## src/rtl/axis_pkt_pkg.sv

```systemverilog
// Shared types and default widths for the AXI-Stream packet source.
package axis_pkt_pkg;

  localparam int DATA_W = 8;
  localparam int LEN_W  = 8;
  localparam int GAP_W  = 4;

  typedef enum logic [1:0] {
    IDLE = 2'd0,
    SEND = 2'd1,
    GAP  = 2'd2
  } pkt_state_t;

endpackage

```

## src/rtl/axis_pkt_source.sv

```systemverilog
// AXI-Stream master that emits one incrementing-byte packet per start request,
// then idles for a programmable gap. Every output is a flop.
module axis_pkt_source
  import axis_pkt_pkg::*;
#(
  parameter int DATA_W = axis_pkt_pkg::DATA_W,
  parameter int LEN_W  = axis_pkt_pkg::LEN_W,
  parameter int GAP_W  = axis_pkt_pkg::GAP_W
) (
  input  logic              aclk,
  input  logic              aresetn,
  input  logic              start,
  input  logic [LEN_W-1:0]  pkt_len,
  input  logic [DATA_W-1:0] seed,
  input  logic [GAP_W-1:0]  gap,
  output logic [DATA_W-1:0] m_tdata,
  output logic              m_tvalid,
  output logic              m_tlast,
  input  logic              m_tready,
  output logic              busy,
  output logic              done,
  output logic [15:0]       pkt_count
);

  pkt_state_t       state, state_d;
  logic [LEN_W-1:0] remaining;
  logic [GAP_W-1:0] gap_cnt;
  logic             accept;
  logic             fire;
  logic             final_beat;

  assign accept     = (state == IDLE) && start && (pkt_len != '0);
  assign fire       = m_tvalid && m_tready;
  assign final_beat = fire && (remaining == LEN_W'(1));

  // NOTE: state_d is given a default before the case so no path leaves it
  // unassigned; otherwise synthesis infers a latch.
  always_comb begin
    state_d = state;
    unique case (state)
      IDLE:    if (accept) state_d = SEND;
      SEND:    if (final_beat) state_d = (gap_cnt != '0) ? GAP : IDLE;
      GAP:     if (gap_cnt == GAP_W'(1)) state_d = IDLE;
      default: state_d = IDLE;
    endcase
  end

  // NOTE: all state here uses non-blocking assignments so every register
  // samples pre-edge values, independent of statement order.
  always_ff @(posedge aclk or negedge aresetn) begin
    if (!aresetn) begin
      state     <= IDLE;
      m_tdata   <= '0;
      m_tvalid  <= 1'b0;
      m_tlast   <= 1'b0;
      remaining <= '0;
      gap_cnt   <= '0;
      busy      <= 1'b0;
      done      <= 1'b0;
      pkt_count <= '0;
    end else begin
      state <= state_d;
      busy  <= (state_d != IDLE);
      done  <= final_beat;
      if (final_beat) pkt_count <= pkt_count + 16'd1;

      unique case (state)
        IDLE: begin
          if (accept) begin
            m_tdata   <= seed;
            remaining <= pkt_len;
            gap_cnt   <= gap;
            m_tvalid  <= 1'b1;
            m_tlast   <= (pkt_len == LEN_W'(1));
          end
        end
        SEND: begin
          // tdata/tlast only move on a handshake, so they hold while stalled.
          if (fire) begin
            m_tdata   <= m_tdata + DATA_W'(1);
            remaining <= remaining - LEN_W'(1);
            m_tlast   <= (remaining == LEN_W'(2));
            if (final_beat) begin
              m_tvalid <= 1'b0;
              m_tlast  <= 1'b0;
            end
          end
        end
        GAP: begin
          gap_cnt <= gap_cnt - GAP_W'(1);
        end
        default: ;
      endcase
    end
  end

endmodule

```

## config.mk

```make
export PLATFORM = sky130hd
export DESIGN_NAME = axis_pkt_source
export DESIGN_NICKNAME = d
export VERILOG_FILES = /design/src/rtl/axis_pkt_pkg.sv /design/src/rtl/axis_pkt_source.sv
export SDC_FILE = /design/constraint.sdc
export NUM_CORES = 1
export LEC_CHECK = 0
export ABC_AREA = 0
export CORE_UTILIZATION = 40
export DETAILED_ROUTE_END_ITERATION = 16
export HOLD_SLACK_MARGIN = 0.05
export PLACE_DENSITY_LB_ADDON = 0.25
export REMOVE_ABC_BUFFERS = 1
export SYNTH_ARGS = -nofsm -noshare
export SYNTH_HDL_FRONTEND = slang
export SYNTH_SLANG_ARGS = --single-unit
export TNS_END_PERCENT = 1
```

## constraint.sdc

```tcl
create_clock -name aclk -period 1.8 [get_ports aclk]
set_input_delay 0.36 -clock aclk [delete_from_list [all_inputs] [get_ports aclk]]
set_output_delay 0.36 -clock aclk [all_outputs]
set_load 0.01 [all_outputs]
```

==> impl_summary.txt <==
----------------------------------------------------
[Synth]
  Synth cell types ... 55
  Netlist area before placement ... 2402 um2
  Yosys top cell area share ... 0.4375
  Largest area contributor in the netlist ... sky130_fd_sc_hd__dfrtp_1
  Top area cells in the synthesized netlist ... sky130_fd_sc_hd__dfrtp_1 44%, sky130_fd_sc_hd__ha_1 4.2%, sky130_fd_sc_hd__nand2_1 3.0%
  Synthesized instance count ... ~250
  Synth cell count leaders ... 42 x sky130_fd_sc_hd__dfrtp_1, 19 x sky130_fd_sc_hd__nand2_1, 19 x sky130_fd_sc_hd__nor2_1
  Share of flip-flops with an asynchronous set or reset after synthesis ... 1.000
  Sequential share of the synthesized area ... 0.4375
  Synthesized area divided by synthesized cell count ... approximately 9.6 um2
  Number of register bits inferred by synthesis ... 42
  Number of enable flip-flop cells after synthesis ... 0
  Most frequently used cell type in the post-synthesis netlist ... sky130_fd_sc_hd__dfrtp_1
  Count of yosys warnings during synthesis ... 0
  Top flip-flop cell by instance count after synthesis ... sky130_fd_sc_hd__dfrtp_1

[Placement]
  GP Congestion ... 0.8370
  Number of placed instances with taps included ... around 400
  Port Buffer Count ... ~50
  Detailed-placement wirelength estimate ... approximately 4.7 mm
  Pre-CTS WS ... -0.4955 ns

[Clocking]
  CTS Buf Count ... 5
  CTS tree ... built
  Number of hold buffers added after cts ... 0
  # clock sinks ... 42
  Clock Tree Buf Depth ... 2
  Clk root buf ... sky130_fd_sc_hd__clkbuf_8
  Worst-skew pair later-pin latency ... 0.29 ns
  Clock-pin slew reported for the worst setup and hold paths after clock tree synthesis ... around 0.080 ns
  Maximum level of the CTS H-tree ... 2

[Floorplanning]
  Starting density of the core ... 0.4258
  I/O Pins ... 52
  Total number of placement rows ... 27
  Placeable core area ... between 5000 and 6000 um2
  Total die area ... between 6000 and 7000 um2
  Die Height ... between 70 and 80 um
  Width of the die ... ~80 um

[Timing]
  Hold Violations, Final ... 0
  Peak clock frequency supported by timing ... 0.5506 GHz
  Pins over their slew limit ... 0
  Final cycle utilization of the critical path ... 1.009
  Setup repair after global routing missed its margin ... true
  Setup ws final ... -0.01617 ns
  Min Hold Slack ... approximately 0.13 ns
  Final critical delay including setup and external delays ... 1.816 ns
  Count of final setup violators ... 1
  Largest clock skew in the final design ... 0.007079 ns
  Worst relative slew slack ... 0.6420
  Worst slew pin tran ... approximately 0.54 ns

[Worst setup path]
  Data arrival at the endpoint of the critical path ... around 2.0 ns
  Critical Path Slowest Stage Cell ... sky130_fd_sc_hd__or3_4
  Max stage delay on crit path ... around 0.43 ns
  Worst setup SP type ... register
  Critical-path cell list ... or3_4 > buf_4 > or2_2 > a221oi_2 > o2bb2a_1
  Type of element capturing the critical path ... register
  Critical Path RT ... slightly above 2 ns
  Worst-path maximum fanout ... 5
  Start-to-end type of the worst setup path ... reg2reg

[Power and ir drop]
  Total power of the final layout ... 0.003925 W
  Leakage power ... ~1.5 nW
  IR Drop Worst-Case VDD ... about 0.75 mV
  Power per cell area ... around 1100 nW/um2

[Drt]
  DRT Wirelength ... 6.419 mm
  Final ANT Viol Nets ... 0
  Avg WL per Cell ... approximately 16 um
  Mean number of vias per cell ... about 5.6
  Vias ... around 2300
  1st-pass router iterations ... 4
  First DRT Iteration DRCs ... 105
  Post-route DRC violation count ... 0

[Layout]
  Fraction of layout instances using a drive strength above 1 ... 0.2552
  Count of non-filler cells in the finished layout ... 409
  End-of-flow core utilization ... 0.6252
  Count of antenna diodes in the layout ... 0
  Final Net Count ... about 370
  Layout area overhead ... 46.82%
  Filler cell count ... roughly 480

[Global route]
  GRT Util Overall ... 0.2170
  Number of antenna violations at the first check in global routing ... 0
  Overflow after GRT ... 0
  Number of global-route vias before repair ... 2184
  Pin count of the biggest net entering global routing ... 43
  Global-route wire length before repair ... around 10 mm

[Status]
  Outcome ... finished, violations left
  Failing checks ... setup timing

[Min path]
  Hold/Removal Path Class ... in2async

[Flow run]
  Max-cap viol count ... 0

----------------------------------------------------
==> flip-flops by register name, summed over array words and instances (netlist names) <==
register	flops
pkt_count	16
m_tdata	8
remaining	8
gap_cnt	4
state	2
busy	1
done	1
m_tlast	1
m_tvalid	1
==> where the power goes <==
part           internal [W]  switching [W]  total [W]
sequential          0.00115       0.000205    0.00135
clock              0.000444       0.000310   0.000754
combinational      0.000948       0.000871    0.00182
total               0.00254        0.00139    0.00393
==> final cells by class <==
| class | instances | area, um2 | share of cell area |
|---|---|---|---|
| clock buffers | 6 | 82.58 | 0.02341 |
| clock inverters | 1 | 30.03 | 0.008514 |
| inverters | 9 | 33.78 | 0.009578 |
| multi-input cells | 185 | 1390 | 0.3941 |
| repair buffers | 94 | 849.6 | 0.2409 |
| flip-flops and latches | 42 | 1051 | 0.2980 |
| well taps | 72 | 90.09 | 0.02554 |
==> worst paths after layout <==
kind / endpoint / from / cells past startpoint / slack, ns
hold / removal: pkt_count[10] / aresetn / 2 / 0.13
hold reg to reg: pkt_count[15] / pkt_count[15] / 1 / 0.49
max in group asynchronous: gap_cnt[0] / aresetn / 2 / 1.30
setup / recovery: remaining[5] / remaining[3] / 5 / -0.02
setup reg to reg: remaining[5] / remaining[3] / 5 / -0.02
min in group aclk: pkt_count[15] / pkt_count[15] / 1 / 0.49
==> layer usage <==
layer | GRT usage | share of wire | vias up
li1 | - | - | 1101
met1 | 0.2827 | 0.44 | 1113
met2 | 0.3573 | 0.51 | 67
met3 | 0.05143 | 0.041 | 8
met4 | 0.06000 | 0.013 | 0
met5 | 0 | 0 | -
==> cells by family after synthesis <==
logic type,synth area share
XOR/XNOR,0.05469
AND/OR/NAND/NOR,0.2365
flip-flops,0.4375
multiplexers,0.01719
AO/OA/AOI/OAI,0.1719
adder cells (fa/ha/maj),0.04167
buffers and inverters,0.04062
==> layout by cell type, fill, tap and decap left out, types with 3 or more instances in the layout <==
master / n
sky130_fd_sc_hd__dfrtp_1: 42
sky130_fd_sc_hd__clkdlybuf4s50_1: 42
sky130_fd_sc_hd__buf_4: 39
sky130_fd_sc_hd__nand2_1: 19
sky130_fd_sc_hd__nor2_1: 15
sky130_fd_sc_hd__nand3_1: 10
sky130_fd_sc_hd__inv_1: 9
sky130_fd_sc_hd__a21oi_1: 9
sky130_fd_sc_hd__nor3_2: 8
sky130_fd_sc_hd__xor2_1: 8
sky130_fd_sc_hd__ha_1: 8
sky130_fd_sc_hd__xnor2_1: 7
sky130_fd_sc_hd__nor3b_1: 6
sky130_fd_sc_hd__a211oi_1: 6
sky130_fd_sc_hd__clkbuf_8: 6
sky130_fd_sc_hd__dlygate4sd2_1: 6
sky130_fd_sc_hd__a31oi_1: 5
sky130_fd_sc_hd__and4_1: 5
sky130_fd_sc_hd__nand4_1: 5
sky130_fd_sc_hd__or4_4: 4
sky130_fd_sc_hd__o22ai_1: 4
sky130_fd_sc_hd__or3_4: 3
sky130_fd_sc_hd__nand2b_1: 3
sky130_fd_sc_hd__and3_1: 3
sky130_fd_sc_hd__mux2i_1: 3
sky130_fd_sc_hd__o211ai_1: 3
sky130_fd_sc_hd__nor2_2: 3
sky130_fd_sc_hd__nor3_1: 3
sky130_fd_sc_hd__buf_6: 3
==> worst max-delay path, delay by kind of cell (launching register included) <==
kind / cells / cell delay (ns)
buffers and inverters: 1 / 0.17
AO/OA/AOI/OAI: 2 / 0.46
AND/OR/NAND/NOR: 2 / 0.75
flip-flops: 1 / 0.38
==> what timing repair did <==
action,4_1_cts,5_1_grt
gates resized for setup,29,11
endpoints found under the setup margin,32,25
buffers inserted,0,1
pin swaps,3,8
hold endpoints to repair,0,0
==> metrics by stage <==
step / area (um2) / setup TNS (ns)
global route: 3527 / -0.2436
global placement: 3262 / -10.83
CTS: 3477 / -0.002200
floorplan: 2338 / -0.3446
detailed placement: 3262 / -11.82
finish: 3527 / -0.01617
No activity file was read; power rests on OpenSTA's default activity.
